**config.mk**
```make
export PLATFORM = sky130hd
export DESIGN_NAME = fetch_unit
export DESIGN_NICKNAME = d
export VERILOG_FILES = /design/src/rtl/fetch_unit.sv
export SDC_FILE = /design/constraint.sdc
export NUM_CORES = 1
export LEC_CHECK = 0
export ABC_AREA = 1
export CAP_MARGIN = 20
export CORE_MARGIN = 1.5
export CORE_UTILIZATION = 53
export CTS_CLUSTER_DIAMETER = 60
export DETAILED_ROUTE_END_ITERATION = 10
export PLACE_DENSITY_LB_ADDON = 0.12
export RECOVER_POWER = 50
export SETUP_SLACK_MARGIN = 0.05
export SLEW_MARGIN = 20
export SYNTH_ARGS = -nofsm -noshare
export SYNTH_HDL_FRONTEND = slang
export SYNTH_SLANG_ARGS = --single-unit
```
**constraint.sdc**
```tcl
create_clock -name clk -period 4.2 [get_ports clk]
set_clock_uncertainty 0.2 [all_clocks]
set_input_delay 1.26 -clock clk [delete_from_list [all_inputs] [get_ports clk]]
set_output_delay 1.26 -clock clk [all_outputs]
set_load 0.05 [all_outputs]
```
**src/rtl/fetch_unit.sv**
```systemverilog
// Instruction-fetch stage: owns PCF, issues single-outstanding imem requests, drives IF/ID.
// Optional macro FETCH_PERF_CNT_EN adds fetch_count / drop_count performance counters.
module fetch_unit #(
    parameter logic [31:0] RESET_PC  = 32'h0000_0000,
    parameter logic [31:0] NOP_INSTR = 32'h0000_0013
) (
    input  logic        clk,
    input  logic        rst_n,
    input  logic        StallD,
    input  logic        FlushD,
    input  logic        PCSrcE,
    input  logic [31:0] PCTargetE,
    output logic        imem_req_valid,
    input  logic        imem_req_ready,
    output logic [31:0] imem_addr,
    input  logic        imem_rsp_valid,
    input  logic [31:0] imem_rsp_data,
    output logic [31:0] PCF,
    output logic [31:0] InstrD,
    output logic [31:0] PCD,
    output logic [31:0] PCPlus4D,
    output logic        ValidD
`ifdef FETCH_PERF_CNT_EN
    ,
    output logic [31:0] fetch_count,
    output logic [31:0] drop_count
`endif
);

    // state  | meaning
    // S_REQ  | request valid at PCF, waiting for imem_req_ready
    // S_WAIT | request accepted, waiting for the response
    // S_HOLD | response captured in holding buffer while decode stalls
    // S_DROP | wrong-path request in flight, its response will be discarded
    typedef enum logic [1:0] {S_REQ, S_WAIT, S_HOLD, S_DROP} state_t;

    state_t      r_state;
    state_t      w_state_nxt;
    logic [31:0] r_pcf;
    logic [31:0] w_pcf_nxt;
    logic [31:0] r_req_pc;
    logic [31:0] w_req_pc_nxt;
    logic [31:0] r_buf;
    logic [31:0] w_buf_nxt;
    logic [31:0] r_instr_d;
    logic [31:0] r_pc_d;
    logic [31:0] r_pcplus4_d;
    logic        r_valid_d;

    logic        w_deliver;
    logic [31:0] w_deliver_instr;
    logic        w_drop;
    logic [31:0] w_req_pc_plus4;
    logic        w_unused_tgt_lsb;

    assign w_req_pc_plus4   = r_req_pc + 32'd4;
    assign w_unused_tgt_lsb = ^PCTargetE[1:0];

    always_ff @(posedge clk or negedge rst_n) begin
        if (!rst_n) begin
            r_state  <= S_REQ;
            r_pcf    <= RESET_PC;
            r_req_pc <= RESET_PC;
            r_buf    <= NOP_INSTR;
        end else begin
            r_state  <= w_state_nxt;
            r_pcf    <= w_pcf_nxt;
            r_req_pc <= w_req_pc_nxt;
            r_buf    <= w_buf_nxt;
        end
    end

    always_comb begin
        w_state_nxt     = r_state;
        w_pcf_nxt       = r_pcf;
        w_req_pc_nxt    = r_req_pc;
        w_buf_nxt       = r_buf;
        w_deliver       = 1'b0;
        w_deliver_instr = imem_rsp_data;
        w_drop          = 1'b0;
        imem_req_valid  = 1'b0;

        case (r_state)
            S_REQ: begin
                imem_req_valid = 1'b1;
                if (imem_req_ready) begin
                    w_req_pc_nxt = r_pcf;
                    w_state_nxt  = PCSrcE ? S_DROP : S_WAIT;
                end
            end
            S_WAIT: begin
                if (imem_rsp_valid) begin
                    if (PCSrcE) begin
                        w_drop      = 1'b1;
                        w_state_nxt = S_REQ;
                    end else if (!StallD) begin
                        w_deliver   = 1'b1;
                        w_pcf_nxt   = w_req_pc_plus4;
                        w_state_nxt = S_REQ;
                    end else begin
                        w_buf_nxt   = imem_rsp_data;
                        w_state_nxt = S_HOLD;
                    end
                end else if (PCSrcE) begin
                    w_state_nxt = S_DROP;
                end
            end
            S_HOLD: begin
                if (PCSrcE) begin
                    w_drop      = 1'b1;
                    w_state_nxt = S_REQ;
                end else if (!StallD) begin
                    w_deliver       = 1'b1;
                    w_deliver_instr = r_buf;
                    w_pcf_nxt       = w_req_pc_plus4;
                    w_state_nxt     = S_REQ;
                end
            end
            S_DROP: begin
                // a redirect here only moves PCF; the stale response must still be drained
                if (imem_rsp_valid) begin
                    w_drop      = 1'b1;
                    w_state_nxt = S_REQ;
                end
            end
            default: w_state_nxt = S_REQ;
        endcase

        if (PCSrcE) begin
            w_pcf_nxt = {PCTargetE[31:2], 2'b00};
        end
    end

    // Flush beats stall; a redirect or an idle cycle inserts a bubble unless decode stalls.
    always_ff @(posedge clk or negedge rst_n) begin
        if (!rst_n) begin
            r_instr_d   <= NOP_INSTR;
            r_pc_d      <= '0;
            r_pcplus4_d <= '0;
            r_valid_d   <= 1'b0;
        end else if (FlushD || (!StallD && !w_deliver)) begin
            r_instr_d   <= NOP_INSTR;
            r_pc_d      <= '0;
            r_pcplus4_d <= '0;
            r_valid_d   <= 1'b0;
        end else if (!StallD) begin
            r_instr_d   <= w_deliver_instr;
            r_pc_d      <= r_req_pc;
            r_pcplus4_d <= w_req_pc_plus4;
            r_valid_d   <= 1'b1;
        end
    end

`ifdef FETCH_PERF_CNT_EN
    logic [31:0] r_fetch_count;
    logic [31:0] r_drop_count;

    always_ff @(posedge clk or negedge rst_n) begin
        if (!rst_n) begin
            r_fetch_count <= '0;
            r_drop_count  <= '0;
        end else begin
            if (w_deliver && !FlushD) begin
                r_fetch_count <= r_fetch_count + 32'd1;
            end
            if (w_drop) begin
                r_drop_count <= r_drop_count + 32'd1;
            end
        end
    end

    assign fetch_count = r_fetch_count;
    assign drop_count  = r_drop_count;
`endif

    assign imem_addr = r_pcf;
    assign PCF       = r_pcf;
    assign InstrD    = r_instr_d;
    assign PCD       = r_pc_d;
    assign PCPlus4D  = r_pcplus4_d;
    assign ValidD    = r_valid_d;

endmodule

```
## After elaboration in Yosys (flattened, before gate mapping)

Index checks and enable logic that the tools add are counted.

- Register bits after elaboration: 195
- Bits in latches: 0
- Memory bits (writable): 0
- Memory bits (read-only): 0
- Input bits: 71
- Output and inout bits: 162
- Word-level logic and storage cells: 57
- Memories kept: 0

- Add/sub/neg operators: 1
- Multipliers: 0
- Divide/modulo/power cells: 0
- Order comparisons: 0
- Equality and inequality tests: 8
- Shift operators: 0
- Muxes and demuxes: 29
- Bitwise logic cells: 1
- Reductions and logical operators: 10

Operator list:

| operator | count |
|---|---|
| 2-to-1 mux 32 bit | 11 |
| case mux 32 bit (2 select lines) | 1 |
| adder 32 x 3 -> 32 bit (second input constant) | 1 |
| 2-to-1 mux 2 bit | 9 |
| case mux 2 bit (4 select lines) | 1 |
| AND reduction 4 bit | 2 |
| 2-to-1 mux 1 bit | 6 |
| inequality test 3 bit (second input constant) | 2 |
| equality test 2 bit (second input constant) | 2 |
| inequality test 2 bit (second input constant) | 2 |
| AND reduction 2 bit | 2 |
| nonzero test 3 bit | 1 |
| equality test 2 x 1 -> 1 bit (second input constant) | 1 |
| logical NOT 1 bit | 2 |
| logical NOT 2 bit | 1 |
| inequality test 2 x 1 -> 1 bit (second input constant) | 1 |
| case mux 1 bit (2 select lines) | 1 |
| logical AND 1 bit | 1 |
| logical OR 1 bit | 1 |
| NOT 1 bit | 1 |

## Depth between registers and ports, before layout

Gate-level depths: netlist of run 1.

- Word-level depth: 8
- Depth in mapped cells: 10
- Mapped depth without buffers: 10

## Worst setup path after synthesis of run 1

No wires, ideal clock.

- Kind: input to register
- Start: input port PCSrcE
- End: register r_pcf[5] (netlist: PCF[5])
- Arrival: 2,100 ps
- Path slack: 1,767 ps
- Cell stages on the path: 8
- Cells stage by stage: buf_2 nor2_2 inv_1 nand2_2 inv_2 buf_2 o211ai_1 o21ai_0

- Word-level cells in the longest chain between the ends: 2
- Elaborated cells on any way between the ends: 4
- Those cells by class: eq/ne (1); mux (1); reduce/logical (2)

Ends and longest elaborated chain:

| what | line | text |
|---|---|---|
| start, declared | 11 | `input logic PCSrcE,` |
| inequality test 3 bit (no source line) / nonzero test 3 bit (equally long branches) | - |  |
| AND reduction 2 bit (no source line) | - |  |
| end signal, assigned | 67 | `r_pcf <= w_pcf_nxt;` |
| end, declared | 39 | `logic [31:0] r_pcf;` |

Several ways; a longest one is shown, not always the timed one.
A chain may end at the register's enable or synchronous reset.

## Worst setup path after layout of run 1

- Start: input port PCSrcE
- End: register r_pcf[15] (netlist: PCF[15])

Same word-level chain as after synthesis.

==> metrics.md, run 1 <==
| Metric | Value |
|---|---|
| Most common cell in the netlist | nand2_1 |
| Final Max Slew Viols | 108 |
| Row cnt | 47 |
| Post-route ant nets | 0 |
| Slowest CP cell | clkbuf_1 |
| Int Power | around 4300 µW |
| HP Class | register to register |
| Crit path depth | 7 |
| Vias/cell | ~5.1 |
| Area Overhead vs Synth | 30.7% |
| Hold Crit Depth | 2 |
| Total of max-cap violations | 2 |
| Synth area leaders | dfrtp_1 (52%), nand2_1 (14%), o21ai_0 (7.5%) |
| Post-CTS setup buffers | 0 |
| Post-synth EDFFs | 0 |
| Cell area after layout | approximately 12,000 µm² |
| TritonCTS Buffers | 17 |
| Commonest cells in the netlist | nand2_1 (335), dfrtp_1 (187), o21ai_0 (135), nor2_1 (102), inv_1 (88) |
| RSZ-0062 raised after global routing | no |
| Worst hold start | PCPlus4D[11] |
| Mean routed wirelength per cell | ~15 µm |
| Pleak | about 0.0057 µW |
| R2R depth | 9 |
| Dpl cells | approximately 1,500 |
| Post-synthesis net count | roughly 1,200 |
| Placed cell areas | 11,300 µm² |
| Die W | 134 µm |
| Crit path max fanout | 30 |
| Post-Synthesis Cell Area | ~9000 µm² |
| CP max stage delay | between 1 and 1.5 ns |
| Worst Setup Path Type | primary input to register |
| Total negative slack | 0 ns |
| Layout cell share with drive strength beyond 1 | under 10% |
| I/O Buffers | 230 |
| Slew @ Worst Pin | 1.80 ns |
| Drt initial violations | roughly 500 |
| Mapped Cells | about 1,100 |
| First-pass GRT wire length | approximately 37 mm |
| Top FF cell, synth | dfrtp_1 |
| DRC Markers | 0 |
| Detail Placement HPWL | 16.4 mm |
| Status | finished with violations |
| Fraction of registers with async set/reset | between 90% and 100% |
| Slew margin rel. | -19.9% |
| Synth top area share | about half |
| CTS tree | built |
| Clock Power Share | between 10% and 20% |
| Max VDD drop | approximately 0.0004 V |
| Largest net degree at the start of global routing | 74 |
| Clock root cell | clkbuf_16 |
| Start point of the critical path | PCSrcE |
| Vias in the first global route | 7,199 |
| Critical path required time | roughly 4.4 ns |
| Startpoint types | primary input |
| Initial antenna violation count | 1 |
| Die height | approximately 130 µm |
| Sw frac | between 40% and 50% |
| Worst-path clk slew | roughly 0.060 ns |
| Fmax | ~280 MHz |
| Pre-antenna DRT Iters | 5 |
| Mapped Avg Cell Area | roughly 8.3 µm² |
| Failing checks | max-capacitance violations, max-slew violations |
| Total Power | 7810 µW |
| Startpoint of the worst register-to-register path | r_state[1] |
| CP cell instances | dlygate4sd3_1 -> nor2_1 -> inv_1 -> nand2_1 -> clkbuf_1 -> a21oi_1 -> a21oi_2 |
| Starting Density | 54.3% |
| Fin. Hold Viols | 0 |
| Crit path buf inv count | 3 |
| Clock Latency Late Sink | approximately 0.43 ns |
| Vias post-DR | just under 8,000 |
| Setup crit end kind | register |
| Sw power | 3540 µW |
| Post-cts sizing count | 0 |
| CP top delay family | buffers and inverters |
| Min Clock Period, post-route | between 3 and 4 ns |
| Num Clock Sinks | approximately 190 |
| Core area | roughly 17,000 µm² |
| Seq/Total Area, Yosys | 53.6% |
| Post-route clock period utilization | roughly 85% |
| # hold bufs at CTS | 0 |
| Sequential group share of total power | roughly 35% |
| Synth warn | 0 |
| #FFs+latches synth | between 150 and 200 |
| H-tree depth | 4 |
| Non-filler instance count after layout | between 1,500 and 2,000 |
| Pwr dens | around 660 nW/µm² |
| GRT Overall Usage | a little over a quarter |
| Worst path arrival time | between 3 and 4 ns |
| Final setup fails | 0 |
| Netlist cell types | 34 |
| Final Net Count | 1,350 |
| Clock Path Buffers | 2 |
| Die ar. | between 15,000 and 20,000 µm² |
| Grt ovf | 0 |
| WL final | around 23 mm |
| Top-level I/O count | roughly 230 |
| Largest area contributor in the netlist | dfrtp_1 |
| Gate power share | ~45% |
| Global placer's final weighted congestion | roughly 0.95 |
## sequential cells by signal (all words and copies together), names as in the netlist
signal	flops
InstrD	32
PCD	32
PCF	32
r_buf	32
r_req_pc	32
PCPlus4D	30
r_state	2
ValidD	1
## power groups by stage
stage	combinational, µW	clock, µW	sequential (µW)
2_1_floorplan	1870	0	3380
3_3_place_gp	3440	0	2770
3_5_place_dp	3490	0	2780
4_1_cts	3510	1580	2750
5_1_grt	3770	1650	2820
6_report	3490	1560	2760
## through the flow
stage,setup slack [ns],util (%),hold WS [ns]
final,0.621,70.9,0.277
after global routing,0.476,70.9,0.303
after CTS,0.698,71.2,0.284
after detailed placement,0.750,67.8,0.266
after global placement,0.780,67.8,0.261
after floorplan,1.77,-,0.248
## logic make-up after synthesis
| family | after synthesis | synth area share [%] |
|---|---|---|
| AND/OR/NAND/NOR | 491 | 22.4 |
| AO/OA/AOI/OAI | 218 | 13.3 |
| flip-flops | 193 | 53.6 |
| buffers and inverters | 175 | 9.10 |
| XOR/XNOR | 7 | 0.679 |
| adder cells (fa/ha/maj) | 6 | 0.831 |
| multiplexers | 1 | 0.125 |
## area by class of cell
class                      instances  area, µm²
clock buffer                      20        447
clock inverter                    12        111
fill                            1388       4840
tap                              220        275
timing repair buffer             247       2420
multi-input combinational        723       3370
antenna                            1       2.50
sequential                       193       4840
inverter                          91        343
## routing by layer
layer  GRT usage (%)  share of wire (%)  vias up
li1                -                  -     3788
met1            37.6                 44     3609
met2            41.5                 47      273
met3            6.13                7.1       48
met4            9.90                2.6        0
met5               0                  0        -
## worst min-delay path: stages, from the launching register on
cell     delay, ns
dfrtp_1       0.34
nand2_1       0.05
nand2_1       0.06
## cells in the final DEF, fill, tap and decap left out, types with 6 or more instances in the layout
cell type        count
o21ai_0            135
dfrtp_1            187
nand2_1            335
nor2_4               7
dfstp_2              6
clkdlybuf4s50_1    227
clkbuf_1             6
nand3_1             27
nand2_2              6
buf_4               10
a21oi_1             47
clkbuf_16           17
a22o_1              20
nor2_1             102
ha_1                 6
inv_1               90
## final timing paths
check	end	slack, ns
max	PCF[15]	0.62
min	PCPlus4D[11]	0.28
min in group asynchronous	PCPlus4D[6]	1.08
max reg2reg	PCF[15]	1.34
max in group asynchronous	PCF[0]	0.98
min reg2reg	PCPlus4D[11]	0.28
Note: power is estimated with default switching activity, not from simulation.
==> inputs of run 2 (changes only) <==
HOLD_SLACK_MARGIN = 0.05   (was default)
==> results of run 2 <==
Same layout as run 1: the final DEF is identical, and so are final timing and power.
==> inputs of run 3 (changes only) <==
HOLD_SLACK_MARGIN = default   (was 0.05)
==> results of run 3 <==
Same layout as run 1: the final DEF is identical, and so are final timing and power.
